==> src/rtl/serial_add_ctrl_pkg.sv <==
// Shared types and defaults for the bit-serial adder controller.
package serial_add_ctrl_pkg;

  localparam int DEFAULT_WIDTH = 8;

  typedef enum logic [1:0] {
    IDLE = 2'b00,
    RUN  = 2'b01,
    DONE = 2'b10
  } state_e;

endpackage

==> src/rtl/serial_add_ctrl_fa.sv <==
// 1-bit full-adder cell shared across all bit positions of the serial adder.
module fa_module (
  input  logic a,
  input  logic b,
  input  logic cin,
  output logic s,
  output logic cout
);

  assign s    = a ^ b ^ cin;
  assign cout = (a & b) | (cin & (a ^ b));

endmodule

==> src/rtl/serial_add_ctrl.sv <==
// Bit-serial adder: one full-adder cell is reused LSB-first, one bit per clock,
// with operands and result exchanged over valid/ready handshakes.
module serial_add_ctrl
  import serial_add_ctrl_pkg::*;
#(
  parameter int WIDTH = DEFAULT_WIDTH
) (
  input  logic             clk,
  input  logic             rst,
  input  logic             in_valid,
  output logic             in_ready,
  input  logic [WIDTH-1:0] op_a,
  input  logic [WIDTH-1:0] op_b,
  input  logic             cin,
  input  logic             clear,
  output logic             out_valid,
  input  logic             out_ready,
  output logic [WIDTH-1:0] sum,
  output logic             cout,
  output logic             busy
);

  localparam int CNT_W = $clog2(WIDTH + 1);

  state_e           state, state_nxt;
  logic [WIDTH-1:0] sh_a, sh_b, res;
  logic             carry;
  logic [CNT_W-1:0] cnt;
  logic             fa_s, fa_cout;
  logic             last_bit;

  fa_module u_fa (
    .a    (sh_a[0]),
    .b    (sh_b[0]),
    .cin  (carry),
    .s    (fa_s),
    .cout (fa_cout)
  );

  assign last_bit = (cnt == CNT_W'(WIDTH - 1));

  always_comb begin
    // NOTE: default assigned first so no path leaves state_nxt unassigned (no latch).
    state_nxt = state;
    if (clear) begin
      state_nxt = IDLE;
    end else begin
      unique case (state)
        IDLE:    if (in_valid)  state_nxt = RUN;
        RUN:     if (last_bit)  state_nxt = DONE;
        DONE:    if (out_ready) state_nxt = IDLE;
        default: state_nxt = IDLE;
      endcase
    end
  end

  // NOTE: sequential state uses non-blocking assignments so every register
  // samples pre-edge values, independent of statement order.
  always_ff @(posedge clk or posedge rst) begin
    if (rst) state <= IDLE;
    else     state <= state_nxt;
  end

  // Datapath: clear only rewinds the counter; res/carry keep the last result.
  always_ff @(posedge clk or posedge rst) begin
    if (rst) begin
      sh_a  <= '0;
      sh_b  <= '0;
      res   <= '0;
      carry <= 1'b0;
      cnt   <= '0;
    end else if (clear) begin
      cnt <= '0;
    end else begin
      unique case (state)
        IDLE: begin
          if (in_valid) begin
            sh_a  <= op_a;
            sh_b  <= op_b;
            carry <= cin;
            cnt   <= '0;
            res   <= '0;
          end
        end
        RUN: begin
          sh_a  <= sh_a >> 1;
          sh_b  <= sh_b >> 1;
          res   <= {fa_s, res[WIDTH-1:1]};
          carry <= fa_cout;
          cnt   <= cnt + CNT_W'(1);
        end
        default: ;
      endcase
    end
  end

  assign in_ready  = (state == IDLE);
  assign out_valid = (state == DONE);
  assign busy      = (state != IDLE);
  assign sum       = res;
  assign cout      = carry;

endmodule

==> config.mk <==
export PLATFORM = sky130hd
export DESIGN_NAME = serial_add_ctrl
export DESIGN_NICKNAME = d
export VERILOG_FILES = /design/src/rtl/serial_add_ctrl_pkg.sv /design/src/rtl/serial_add_ctrl_fa.sv /design/src/rtl/serial_add_ctrl.sv
export SDC_FILE = /design/constraint.sdc
export NUM_CORES = 1
export LEC_CHECK = 0
export ABC_AREA = 1
export CORE_ASPECT_RATIO = 1.4
export CORE_MARGIN = 2
export CORE_UTILIZATION = 53
export CTS_CLUSTER_SIZE = 24
export DETAILED_ROUTE_END_ITERATION = 7
export GPL_TIMING_DRIVEN = 0
export PLACE_DENSITY = 0.84
export SLEW_MARGIN = 20
export SYNTH_ARGS = -nofsm -noshare
export SYNTH_HDL_FRONTEND = slang
export SYNTH_SLANG_ARGS = --single-unit
export TNS_END_PERCENT = 30
==> constraint.sdc <==
create_clock -name clk -period 2.1 [get_ports clk]
set_clock_uncertainty 0.1 [all_clocks]
set_input_delay 0.525 -clock clk [delete_from_list [all_inputs] [get_ports clk]]
set_output_delay 0.525 -clock clk [all_outputs]
set_load 0.005 [all_outputs]
==> results.ini <==
[outcome]
status=finished, final reports clean

[cts]
numCtsBuffers=5
cts_root_buf=clkbuf_4
path_clk_slew_ns=0.09
cts.sinks=31
clk_path_buf_depth=2
htree_levels=2
hold_buffers=0
clock_latency_ns=0.33
tritoncts=built

[layout]
drive_gt1_share_pct=9.55
area_delta_synth_final_pct=29.8
n_antenna_cell=0
utilization_pct=72.4
layoutNonFillerInstCount=256
nNetsFinal=243

[timing]
fin_setup_tns_ns=0
setup_slack_ns=0.0356
max-slew-margin-rel_pct=57.9
fmax_mhz=484
setup_viol=0
slew_violations=0
min_period_ns=2.06
grt_setup_unrepaired=true
hold_viol=0
worst_pin_slew_ns=0.630
fin_crit_sh_pct=98.3

[critical_path]
crit_family=buffers and inverters
worstPathCellList=nor2_4, clkdlybuf4s50_1
r2r-start=state[1]$_DFFE_PP0P_
endpoint_kind=output pin
cp_max_fo=4
path_depth=2
critPathArrivalTime_ns=1.44
crit_start=state[0]$_DFFE_PP0P_
crit_path_start_kind=flip-flop
cp_slowest_stage_delay_ns=0.52
slowest_stage=clkdlybuf4s50_1
worst_r2r_endpoint=sh_b[1]$_DFFE_PP0P_
r2r_cells=5
critPathBufInv=1
crit_path_end=in_ready
required_ns=1.47
crit_type=reg2out
rrSetupSlack_ns=0.54

[hold_path]
hold_path.class=reg2reg

[job]
drv_cap=0

[route]
first_pass_iters=4
route.detailed.drc=0
vias=1365
ant_nets=0
routedWlPerCell_um=13.2
drt-vias-per-instance=5.33
routed_wl_um=3380
drtIter0Drc=41

[global_route]
grt.overflow.total=0
grt_start_max_net_pins=32
grt_pass1_wl_um=5700
antenna_found_initial=0
grtUsageTotal_pct=23.4
grt_pass1_vias=1339

[logic_synthesis]
synthesis.area_um2=1470
yosys_warnings=0
synth_cell_type_count=21
synth_seq_area_share_pct=52.6
syn_avg_cell_area_um2=8.23
netlist_instances=179
synth_seq_cells=31
syn-num-nets=203

[placement]
gp_congestion=0.738
portBuffers=33
post-dp-hpwl_um=2500
place_ws_ns=0.0428
dp.cells=248

[floorplan]
dieHeight_um=66.4
die_x_um=48.6
coreArea_um2=2640
io_pins=34
die-area_um2=3220
start_util_pct=55.8
rows=22

[pwr]
swShare_pct=30.7
power.net_switching_w=0.000439
power_w=0.00143
internal_power_w=0.000989
p_per_area_nw_per_um2=747
power_frac_seq_pct=51.3
p_comb_share_pct=25.8
p_clk_share_pct=22.9
p_leak_nw=0.925
peakVddDrop_uv=520

[what timing repair did]
action / CTS / global route
resized for setup: 2 / 4
setup buffers: 0 / 0
endpoints found under the setup margin: 2 / 2
[through the flow]
step                hold WS (ns)  cell area, µm²
global placement           0.366            1850
floorplan                  0.349            1470
finish                     0.390            1910
CTS                        0.389            1910
global route               0.403            1910
detailed placement         0.369            1850
[synthesized netlist by cell type]
master | n | area (µm²)
dfrtp_1 | 31 | 776
ha_1 | 1 | 12.5
nor2_1 | 3 | 11.3
nor2_2 | 1 | 6.26
or2_2 | 1 | 6.26
fa_1 | 1 | 20.0
nand3_1 | 9 | 45.0
nand3b_1 | 2 | 15.0
inv_1 | 28 | 105
nand2_2 | 1 | 6.26
buf_6 | 2 | 22.5
o21ai_1 | 1 | 5.00
nand2_1 | 50 | 188
nand4_1 | 2 | 12.5
clkbuf_1 | 2 | 7.51
o21ai_2 | 2 | 17.5
o22ai_1 | 7 | 43.8
o21ai_0 | 29 | 145
clkinv_1 | 1 | 3.75
buf_2 | 3 | 15.0
a21oi_1 | 2 | 10.0
[registers in the layout (all words and copies together), names as in the netlist]
signal,flops
sum,8
state,2
sh_a,8
cnt,4
cout,1
sh_b,8
[layout make-up]
cell class                      count  area, µm²
Sequential cell                    31        777
Fill cell                         219        729
Clock buffer                        7       45.0
Buffer                              7       45.0
Timing Repair Buffer               33        333
Multi-Input combinational cell    112        554
Tap cell                           36       45.0
Inverter                           29        109
Clock inverter                      1       5.00
[worst min-delay path by stage]
stage,from,endpoint,slack [ns],cells past startpoint
final,sh_a[7]$_DFFE_PP0P_,sh_a[7]$_DFFE_PP0P_,0.39,2
after detailed placement,sh_a[7]$_DFFE_PP0P_,sh_a[7]$_DFFE_PP0P_,0.37,2
after floorplan,sh_a[7]$_DFFE_PP0P_,sh_a[7]$_DFFE_PP0P_,0.35,2
after global placement,sh_a[7]$_DFFE_PP0P_,sh_a[7]$_DFFE_PP0P_,0.37,2
after CTS,sh_a[7]$_DFFE_PP0P_,sh_a[7]$_DFFE_PP0P_,0.39,2
after global routing,sh_a[7]$_DFFE_PP0P_,sh_a[7]$_DFFE_PP0P_,0.40,2
[worst register-to-register path, cell delays in order, from the launching register on]
cell,delay (ns)
dfrtp_1,0.43
inv_2,0.10
o21ai_2,0.11
nor2_2,0.16
clkbuf_1,0.36
o21ai_0,0.17
[placed cells by master, fill, tap and decap left out]
| master | n |
|---|---|
| clkbuf_4 | 5 |
| clkbuf_1 | 4 |
| o21ai_0 | 29 |
| o21ai_1 | 1 |
| nand3b_1 | 2 |
| nor2_2 | 2 |
| nand2_2 | 1 |
| clkinv_2 | 1 |
| ha_1 | 1 |
| buf_6 | 2 |
| a21oi_1 | 2 |
| or2_2 | 1 |
| clkdlybuf4s50_1 | 32 |
| nand4_1 | 2 |
| nor2_4 | 1 |
| inv_1 | 26 |
| nor2_1 | 1 |
| clkinv_1 | 1 |
| dfrtp_1 | 30 |
| buf_2 | 3 |
| dfrtp_2 | 1 |
| nand2_1 | 50 |
| dlymetal6s2s_1 | 1 |
| fa_1 | 1 |
| inv_2 | 2 |
| o22ai_1 | 7 |
| nand3_1 | 9 |
| o21ai_2 | 2 |
[power by group through the flow]
stage               clock, W  sequential, W  combinational (W)
floorplan                  0       0.000734           0.000212
finish              0.000327       0.000733           0.000368
global route        0.000371       0.000743           0.000413
detailed placement         0       0.000742           0.000367
global placement           0       0.000737           0.000351
CTS                 0.000339       0.000733           0.000371
[per-layer routing]
metal / vias up / wire length, µm / GRT usage (%)
met2: 48 / 1870 / 42.9
li1: 655 / - / -
met5: - / 0 / 0
met3: 3 / 193 / 6.11
met4: 0 / 40 / 8.93
met1: 659 / 1280 / 25.9
[kinds of logic after synthesis]
group / after synthesis / synth area share [%]
adders and majority gates: 2 / 2.21
and+or+nand+nor: 69 / 19.7
DFF: 31 / 52.6
buffers and inverters: 36 / 10.4
AOI/OAI and AO/OA: 41 / 15.0
No activity file was read; power rests on OpenSTA's default activity.
==> edit (config.mk and constraints unchanged) <==
`DEFAULT_WIDTH`: 8 -> 32.
--- a/src/rtl/serial_add_ctrl_pkg.sv
+++ b/src/rtl/serial_add_ctrl_pkg.sv
@@ -1,7 +1,7 @@
 // Shared types and defaults for the bit-serial adder controller.
 package serial_add_ctrl_pkg;
 
-  localparam int DEFAULT_WIDTH = 8;
+  localparam int DEFAULT_WIDTH = 32;
 
   typedef enum logic [1:0] {
     IDLE = 2'b00,
Interface: changed (resized op_a, op_b and sum); port bits go from 34 to 106. The function was not compared with the original's and may differ.
==> edit against the unedited design <==
Area after synthesis grew to 3.2 times the old value. Setup slack improved by 0.039 ns. Power rose to 3.6 times the old value. Sequential cell count is 74 higher. Routed wire length increased to 3.3 times the old value. Register-to-register slack worse by 0.09 ns. Worst hold slack better by 0.029 ns. Design area rose to 3.3 times the old value. Largest power group unchanged.
==> edit: results (changes against the unedited design) <==
Place
  • Routability cong.: 0.824 (+12%)
  • DP Cell Count: 792 (+220%)
  • Hpwl dp: 8.08 mm (+220%)
  • Dpl ws: -0.0677 ns (-0.111 ns)

GRT
  • First-pass GRT wire length: 18.5 mm (+220%)
  • Pin count of the biggest net entering global routing: 35 (+9.4%)
  • Gr usage total: 0.235 (+0.00131)
  • Vias in the first global route: 4,152 (+210%)

Critical path
  • Reg-to-reg setup timing slack: 0.45 ns (-0.09 ns)
  • Crit-path max cell delay: 0.45 ns (-0.07 ns)
  • Worst R2R End: sh_b[22]
  • Worst r2r src: state[0]
  • WP data arrival: 1.40 ns (-0.04 ns)
  • Slowest stage cell, crit path: dfrtp_2

Worst hold path
  • Hold EP: sum[0]
  • Hold Startpoint: sum[0]

Drt
  • Met3 wire length: 750 µm (+290%)
  • Met1 Routed Length: 4.49 mm (+250%)
  • Detail-routed via count per cell: 5.17 (-3.0%)
  • WL final: 11.0 mm (+230%)
  • Initial DRC count: 228 (+460%)

Power and ir drop
  • Peak supply drop: 0.487 mV (-6.3%)
  • Comb pwr share: 0.192 (-0.066)
  • LEAKAGE: 0.00296 µW (+220%)
  • NetSw: 1370 µW (+210%)
  • Power Density: 806 nW/µm² (+7.9%)
  • Sequential power: 2380 µW (+220%)

Timing
  • Actual slew at the worst max-slew pin: 0.516 ns (-0.114 ns)
  • Minimum clock period: 2.03 ns (-0.0386 ns)
  • Hold Slack: 0.419 ns (+0.0293 ns)

Clock network
  • H-tree Lvls: 3 (+1)
  • PostCTS Resize Cnt: 1 (-1)
  • CTS buffer count: 9 (+4)
  • Clock Tree Root: clkbuf_16

Synth
  • Mapped Avg Cell Area: 8.28 µm² (+0.55%)
  • Commonest cells post-synth: nand2_1 (140), dfrtp_1 (105), inv_1 (100), o21ai_1 (66), o21ai_0 (65)
  • Register area share after synthesis: 0.550 (+0.0237)
  • Syn nets: 649 (+220%)
  • Netlist cell types: 24 (+14%)

Outcome
  • Status: complete, no violations

Final layout
  • Share of layout cells above drive strength 1: 0.0756 (-0.0198)
  • Final instance count without filler cells: 808 (+220%)
  • Layout net count: 768 (+220%)
## edit: cells by family (layout without fill, tap and decap cells)
logic type	count (synthesis)	after routing	share of synthesized area
compound gates	167	167	0.185
fa+ha+maj	2	2	0.00681
buf+inv	136	260	0.118
flops	105	105	0.550
simple gates	167	167	0.141
## edit: cell type report
cell class                      count  area (µm²)
Buffer                             34         180
Clock buffer                       10         229
Fill cell                         668        2510
Multi-Input combinational cell    336        1600
Clock inverter                      6        90.1
Timing Repair Buffer              108        1120
Tap cell                          107         134
Inverter                          102         387
Sequential cell                   105        2630
## edit: per-layer routing
| metal | vias up | GRT usage |
|---|---|---|
| met3 | 13 | 0.0671 |
| met2 | 114 | 0.417 |
| li1 | 2077 | - |
| met5 | - | 0 |
| met4 | 0 | 0.0710 |
| met1 | 1976 | 0.278 |
## edit: worst reg2reg max path: stages (launching register included)
cell	delay (ns)
dfrtp_2	0.45
o21ai_2	0.35
nor2_4	0.10
buf_6	0.17
buf_2	0.19
nand2_1	0.08
o21ai_1	0.07
